### config.mk
export PLATFORM = sky130hd
export DESIGN_NAME = uar
export DESIGN_NICKNAME = d
export VERILOG_FILES = /design/src/rtl/uar.sv
export SDC_FILE = /design/constraint.sdc
export NUM_CORES = 1
export LEC_CHECK = 0
export ABC_AREA = 1
export CAP_MARGIN = 5
export CORE_MARGIN = 4
export CORE_UTILIZATION = 40
export DETAILED_ROUTE_END_ITERATION = 10
export HOLD_SLACK_MARGIN = 0.03
export REMOVE_ABC_BUFFERS = 1
export SYNTH_ARGS = -nofsm -noshare
export SYNTH_HDL_FRONTEND = slang
export SYNTH_SLANG_ARGS = --single-unit
### constraint.sdc
create_clock -name clk -period 3.45 [get_ports clk]
set_clock_uncertainty 0.2 [all_clocks]
set_input_delay 0.5175 -clock clk [delete_from_list [all_inputs] [get_ports clk]]
set_output_delay 0.5175 -clock clk [all_outputs]
set_load 0.02 [all_outputs]
### src/rtl/uar.sv
// uar: oversampling UART receiver (1 start, 8 data LSB-first, optional parity, 1 stop).
// Each received byte is presented on rx_dout with a one-cycle rx_en strobe and error flags.
module uar #(
  parameter int unsigned SAMPLE_RATE = 64,
  parameter int unsigned VERIFY_EN   = 0,
  parameter int unsigned VERIFY_MODE = 0
) (
  input  logic       clk,
  input  logic       srst,
  input  logic       rxd,
  output logic [7:0] rx_dout,
  output logic       rx_en,
  output logic       rx_parity_err,
  output logic       rx_frame_err,
  output logic       rx_busy
);

  localparam int unsigned CW = (SAMPLE_RATE > 1) ? $clog2(SAMPLE_RATE) : 1;
  localparam logic [CW-1:0] HALF_M1 = CW'(SAMPLE_RATE / 2 - 1);
  localparam logic [CW-1:0] FULL_M1 = CW'(SAMPLE_RATE - 1);
  localparam logic PAR_EN  = (VERIFY_EN != 0);
  localparam logic PAR_ODD = (VERIFY_MODE != 0);

  typedef enum logic [2:0] {
    S_IDLE,
    S_START,
    S_DATA,
    S_PARITY,
    S_STOP,
    S_BREAK
  } state_t;

  state_t        r_state;
  logic [1:0]    r_sync;
  logic          r_prev;
  logic [CW-1:0] r_cnt;
  logic [2:0]    r_idx;
  logic [7:0]    r_shift;
  logic          r_perr;

  logic w_rxd;
  logic w_fall;
  logic w_half;
  logic w_wrap;

  assign w_rxd  = r_sync[1];
  assign w_fall = r_prev & ~w_rxd;
  assign w_half = (r_cnt == HALF_M1);
  assign w_wrap = (r_cnt == FULL_M1);

  // Two-flop synchroniser plus one-cycle history for falling-edge detection, idle-high.
  always_ff @(posedge clk) begin
    if (srst) begin
      r_sync <= 2'b11;
      r_prev <= 1'b1;
    end else begin
      r_sync <= {r_sync[0], rxd};
      r_prev <= w_rxd;
    end
  end

  // Receive FSM; the sample counter free-runs and is re-phased on the start edge.
  always_ff @(posedge clk) begin
    if (srst) begin
      r_state       <= S_IDLE;
      r_cnt         <= '0;
      r_idx         <= '0;
      r_shift       <= '0;
      r_perr        <= 1'b0;
      rx_dout       <= '0;
      rx_en         <= 1'b0;
      rx_parity_err <= 1'b0;
      rx_frame_err  <= 1'b0;
      rx_busy       <= 1'b0;
    end else begin
      rx_en <= 1'b0;
      r_cnt <= w_wrap ? '0 : r_cnt + CW'(1);
      unique case (r_state)
        S_IDLE: begin
          if (w_fall) begin
            r_state <= S_START;
            r_cnt   <= '0;
          end
        end
        S_START: begin
          if (w_half) begin
            r_cnt <= '0;
            if (!w_rxd) begin
              r_state <= S_DATA;
              r_idx   <= '0;
              r_perr  <= 1'b0;
              rx_busy <= 1'b1;
            end else begin
              r_state <= S_IDLE;
            end
          end
        end
        S_DATA: begin
          if (w_wrap) begin
            r_shift <= {w_rxd, r_shift[7:1]};
            r_idx   <= r_idx + 3'd1;
            if (r_idx == 3'd7) begin
              r_state <= PAR_EN ? S_PARITY : S_STOP;
            end
          end
        end
        S_PARITY: begin
          if (w_wrap) begin
            r_perr  <= ((^{r_shift, w_rxd}) != PAR_ODD);
            r_state <= S_STOP;
          end
        end
        S_STOP: begin
          // Strobe even on a bad stop bit; a held-low line then parks in S_BREAK.
          if (w_wrap) begin
            rx_dout       <= r_shift;
            rx_en         <= 1'b1;
            rx_frame_err  <= ~w_rxd;
            rx_parity_err <= PAR_EN & r_perr;
            rx_busy       <= 1'b0;
            r_state       <= w_rxd ? S_IDLE : S_BREAK;
          end
        end
        S_BREAK: begin
          if (w_rxd) begin
            r_state <= S_IDLE;
          end
        end
        default: r_state <= S_IDLE;
      endcase
    end
  end

endmodule

# Word level (Yosys, flattened, before mapping)
# Cells that the tools add are included.
# Widths: inputs -> output; s select.
# word_totals
reg_bits	34
# classes
n_addsub	2
bitwise	3
n_reduce_logical	9
n_eq_ne	16
muxes	23
# ops
operator	count
$mux 3	11
$mux 6	3
$pmux 3 s6	1
$ne 2x2->1 const B	8
$pmux 6 s2	1
$eq 3x3->1 const B	3
$reduce_and 4->1	2
$reduce_and 7->1	1
$add 6x1->6 const B	1
$eq 3x2->1 const B	2
$eq 6x5->1 const B	1
$eq 6x6->1 const B	1
$pmux 3 s2	1
$mux 1	4
$reduce_and 2->1	2
$reduce_bool 2->1	2
$add 3x1->3 const B	1
$eq 3x1->1 const B	1
$logic_not 3->1	1
$mux 2	1
$not 1->1	2
$pmux 1 s2	1
$reduce_or 2->1	1
$and 1x1->1	1

# Logic depth before layout (Yosys ltp)
# Gate-level depths: netlist (run 1).
# logic_depth
word_depth	4
ltp_mapped	11
mapped_depth_nobuf	11

# Least setup slack after synthesis (run 1)
# Ideal clock, no wire load.
# synth_timing
path_type	flip-flop to flip-flop
startpoint	register r_cnt[0]
endpoint	register r_state[2]
synth_period_minus_slack_ns	1.506
path_slack_ns	1.944
arrival_time_ns	1.193
path_buffers	0
stages_incl_launch_ff	11
required_ns	3.137
cell_sequence	dfxtp_1 ha_1 nand2_2 nor2_4 nand2_2 nand2_1 nand2_2 nor2_4 nand2_1 nand2_1 nor2_1
# synth_between
elab_chain_len	3
# synth_rtl
element	line	text
start: declaration	36	logic [CW-1:0] r_cnt;
start signal: assignment	77	r_cnt <= w_wrap ? '0 : r_cnt + CW'(1);
$eq 6x6->1 / $eq 6x5->1 (equally long branches)	49, 48	
$ne 2x2->1 (no line)	--	
$reduce_and 7->1 (no line) *	--	
end signal: assignment	103	r_state <= PAR_EN ? S_PARITY : S_STOP;
end signal: assignment	121	r_state <= w_rxd ? S_IDLE : S_BREAK;
end: declaration	33	state_t r_state;
# Mark *: on every way between the ends. The rest lies on a longest branch, timed or not.
# A chain may end at the register's enable or synchronous reset.

# Worst setup path after layout (run 1)
# layout_timing
startpoint	register rx_frame_err
endpoint	output port rx_frame_err
# layout_lines
element	line	text
start: declaration	14	output logic rx_frame_err,
start signal: assignment	118	rx_frame_err <= ~w_rxd;
# No word-level cell between the ends.

==> results.ini, run 1 <==
[sta]
timing.hold.ws_ns=0.210
worst_pin_slew_ns=0.606
final.min_clock_period_ns=1.93
slew_viol_final=0
fmax_ghz=0.517
rsz0062_at_grt=false
timing.final.ws_setup_ns=1.52
setup_viol=0
finalSetupTns_ns=0
finalCritPeriodShare_pct=56.1
hold_viol=0
relSlewSlack_pct=59.5

[synth]
yosysSeqAreaShare_pct=45.3
yosysMostFrequentCell=nor2_1
synth-main-ff-cell=dfxtp_1
synth_cells=199
synth_top_area_cell=dfxtp_1
synth.avg_cell_area_um2=7.56
synth_edf_count=0
synth_top_area_share_pct=45.3
synth_warnings=0
synthTopCellsByCount=51 x nor2_1, 34 x dfxtp_1, 25 x nand2_1, 19 x o21ai_0, 14 x inv_1
synth_area_mm2=0.00150
ys_ff_latch=34
synth-async-reset-ratio_pct=0
synth.distinct_cells=27
synth.area.top_cells=dfxtp_1 45%, nor2_1 13%, o21ai_0 6.3%

[cells_and_area]
antenna_cells=0
final_util_pct=48.8
finalInstanceArea_mm2=0.00177
area_delta_synth_final_pct=17.8
nNetsFinal=221
instances_no_fill=264
drive_gt1_share_pct=17.1

[global_routing]
antenna_found_initial=0
groute.usage.overall_pct=12.1
grt_max_degree=26
grt_pass1_vias=1084
overflow=0
grt_pass1_wl_um=4760

[placement]
io_buffers=13
hpwl_um=1950
postPlaceCellArea_mm2=0.00166
globalplace.congestion=0.804
placedCellCount=256
pre_cts_slack_ns=1.34

[worst_setup_path]
reg2reg_slack_ns=1.69
r2r_end=rx_dout[2]
ff2ff_path_depth=8
cp_slowest_cell=clkdlybuf4s50_1
crit_buf_inv=1
start_kind=register
cp_slowest_stage_delay_ns=0.61
r2r_start=r_cnt[0]
required_ns=2.73
cp.arrival_ns=1.22
critPathKind=register to output port
worstPathMaxFanout=2
crit_path_end_kind=output port
crit_chain=clkdlybuf4s50_1
critPathTopFamily=buffers and inverters

[clock_tree]
clock_path_buffers=2
root_buffer=clkbuf_8
tritoncts=done
cts_resized=0
hold_buffers=0
clkSinkCount=34
htree_levels=2
cts_buffers=5
postCtsSetupBuffers=0
clkTransAtPathRegs_ns=0.07
clk_latency_ns=0.28

[floorplan]
io_pins=15
dieArea_mm2=0.00480
die_height_um=69.3
die_w_um=69.3
design.core.area_mm2=0.00363
rows=22
start_util_pct=41.4

[hold_path]
whs_path_depth=1
hold_end=r_sync[1]
hold_class=register to register
worstHoldStart=r_sync[0]

[power]
power_density_mw_per_mm2=683
vdd_ir_drop_max_uv=332
leakage_nw=0.789
finalPower_mw=1.21

[route]
viasPerCell=4.40
drc=0
totalWireLength_um=2700
ant_nets=0
via_count=1162
drt_pre_antenna_iters=4
drt_iter0_drc=36
wl_per_cell_um=10.2

[flow_run]
drv_cap=0

[run_status]
status=complete, no violations

-- power breakdown --
part	total (mW)	internal, mW	switching, mW
Clock	0.367	0.215	0.152
Sequential	0.472	0.431	0.0407
Combinational	0.372	0.137	0.235
Total	1.21	0.783	0.428
-- worst reg2reg max path: cells and delay by family, from the launching register on --
family | cells | cell delay (ns)
flip-flops | 1 | 0.36
AND/OR/NAND/NOR | 6 | 0.73
buffers and inverters | 1 | 0.15
adder cells (fa/ha/maj) | 1 | 0.21
-- worst max path at each step --
stage / start / endpoint / cells past startpoint
2_1_floorplan: r_cnt[0] / rx_dout[0] / 8
3_3_place_gp: srst / rx_frame_err / 4
3_5_place_dp: srst / rx_frame_err / 4
4_1_cts: rx_frame_err / rx_frame_err / 1
5_1_grt: rx_frame_err / rx_frame_err / 1
6_report: rx_frame_err / rx_frame_err / 1
-- cells in the final DEF, fill, tap and decap left out, types with 2 or more instances in the layout --
cell type	instances
o21ai_0	19
dfxtp_1	34
ha_1	3
inv_2	7
nor2_4	5
or2_2	2
clkdlybuf4s50_1	13
a21oi_1	7
nor2_1	51
nand2_2	10
nand2_1	25
clkbuf_8	5
clkinvlp_4	2
nand3_1	7
inv_1	14
-- cell type report --
type,instances,area (µm²)
repair buffers,13,130
multi-input cells,140,708
clock buffers,5,68.8
flip-flops and latches,34,681
clock inverters,3,45.0
inverters,21,78.8
fillers,368,1860
well taps,48,60.1
-- cell families (layout without fill, tap and decap cells) --
logic type	after synthesis	count (layout)	synth area share [%]
compound gates	29	29	10.1
simple gates	106	106	33.6
buf+inv	25	42	7.65
fa+ha+maj	3	3	2.50
flops	34	34	45.3
xor+xnor	1	1	0.582
other cells	1	1	0.249
-- flip-flops by register name, summed over array words and instances, names as in the netlist, 2 cells and up --
name	count
r_state	3
r_shift	8
r_cnt	6
r_idx	3
r_sync	2
rx_dout	8
-- layer usage --
metal | vias up | track usage [%] | share of wire (%) | routed length, µm
met2 | 13 | 18.0 | 43 | 1150
met1 | 497 | 16.1 | 53 | 1440
met4 | 0 | 5.21 | 1.3 | 36
li1 | 648 | - | - | -
met5 | - | 0 | 0 | 0
met3 | 4 | 3.77 | 2.9 | 77
No activity file was read; power rests on OpenSTA's default activity.
==> inputs of run 2 (changes only) <==
==> constraint.sdc (replaced) <==
create_clock -name clk -period 2 [get_ports clk]
set_clock_uncertainty 0.2 [all_clocks]
set_input_delay 0.3 -clock clk [delete_from_list [all_inputs] [get_ports clk]]
set_output_delay 0.3 -clock clk [all_outputs]
set_load 0.02 [all_outputs]
==> run 2 against run 1 <==
Compared with the run above: core utilization did not move; cell count rose by 0.76%; register-to-register slack got worse by 1.3 ns; critical path depth did not move; sequential share of layout area did not move; sequential cell count did not move; clock power rose by 33%; die area did not move; count of clock-buffer cells in the layout rose by 1; largest cell class unchanged; largest power group unchanged; highest routed layer unchanged.
==> results.ini, run 2 (synthesized netlist as in run 1, its figures left out) <==
[worst_setup_path]
crit_path_end_kind=output port
r2r_end=r_idx[1]
ff2ff_path_depth=8
required_ns=1.50
r2r_start=r_cnt[0]
critPathKind=register to output port
cp.arrival_ns=1.23
start_kind=register
critPathTopFamily=buffers and inverters
cp_slowest_stage_delay_ns=0.60
crit_chain=clkdlybuf4s50_1
crit_buf_inv=1
cp_slowest_cell=clkdlybuf4s50_1
reg2reg_slack_ns=0.34
worstPathMaxFanout=2

[hold_path]
whs_path_depth=1
hold_class=register to register
worstHoldStart=r_sync[0]
hold_end=r_sync[1]

[global_routing]
grt_pass1_wl_um=4970
groute.usage.overall_pct=12.9
antenna_found_initial=0
overflow=0
grt_pass1_vias=1144
grt_max_degree=22

[cells_and_area]
layout_commonest_cell=nor2_1
seq_area_um2=681
drive_gt1_share_pct=17.4
area_delta_synth_final_pct=17.8
multiInputGateArea_um2=708
final_cell_mix=51 x nor2_1, 34 x dfxtp_1, 25 x nand2_1
instances_no_fill=266
antenna_cells=0
fillers=386
nNetsFinal=223
top_regs=r_shift: 8 flops, rx_dout: 8 flops, r_cnt: 6 flops

[placement]
io_buffers=13
hpwl_um=1930
globalplace.congestion=0.798
pre_cts_slack_ns=0.333
placedCellCount=258

[power]
power_density_mw_per_mm2=1100
vdd_ir_drop_max_uv=567
leakage_nw=0.799

[route]
drt_iter0_drc=31
wl_per_cell_um=10.2
via_count=1193
totalWireLength_um=2700
viasPerCell=4.48
drc=0
drt_pre_antenna_iters=4
ant_nets=0

[floorplan]
die_height_um=69.3
dieArea_mm2=0.00480
die_w_um=69.3
start_util_pct=41.4
io_pins=15
design.core.area_mm2=0.00363
rows=22

[clock_tree]
postCtsSetupBuffers=0
clkTransAtPathRegs_ns=0.07
clock_path_buffers=2
cts_resized=0
cts_buffers=5
root_buffer=clkbuf_8
htree_levels=2
tritoncts=done
clkSinkCount=34
clk_latency_ns=0.28
hold_buffers=0

[sta]
setup_viol=0
finalSetupTns_ns=0
finalCritPeriodShare_pct=86.3
hold_viol=0
slew_viol_final=0
timing.final.ws_setup_ns=0.273
fmax_ghz=0.579
rsz0062_at_grt=false
final.min_clock_period_ns=1.73

[run_status]
status=complete, no violations

[flow_run]
drv_cap=0

run 2: layout make-up:
class,count,share of cell area (%)
clock inverter,2,0.777
tap,48,3.39
multi-input combinational,140,40.0
timing repair buffer,15,8.90
sequential,34,38.4
inverter,21,4.45
clock buffer,6,4.10
run 2: metal layers:
layer	track usage, %	vias up	routed length (µm)
li1	-	656	-
met1	15.5	506	1310
met4	5.86	0	58
met3	4.93	5	135
met2	20.1	26	1200
met5	0	-	0
run 2: power by group:
part	switching (mW)	total [mW]	internal, mW	leakage [nW]
sequential	0.0710	0.815	0.744	0.276
combinational	0.398	0.639	0.241	0.477
clock	0.243	0.489	0.245	0.0452
run 2: worst max-delay path by stage:
| stage | depth (start not counted) | endpoint | start | slack [ns] |
|---|---|---|---|---|
| finish | 1 | rx_dout[2] | rx_dout[2] | 0.27 |
| detailed placement | 8 | r_idx[2] | r_cnt[0] | 0.33 |
| global route | 9 | r_idx[1] | r_cnt[0] | 0.16 |
| CTS | 1 | rx_dout[2] | rx_dout[2] | 0.26 |
| floorplan | 8 | rx_dout[0] | r_cnt[0] | 0.47 |
| global placement | 8 | r_idx[1] | r_cnt[0] | 0.35 |
run 2: through the flow:
| step | power [mW] | hold WS, ns | util, % | area, µm² |
|---|---|---|---|---|
| after CTS | 1.97 | 0.212 | 48.8 | 1770 |
| after global routing | 2.12 | 0.252 | 48.8 | 1770 |
| after floorplan | 1.36 | 0.172 | - | 1470 |
| final | 1.94 | 0.210 | 48.8 | 1770 |
| after global placement | 1.49 | 0.191 | 46.4 | 1690 |
| after detailed placement | 1.47 | 0.194 | 46.4 | 1690 |
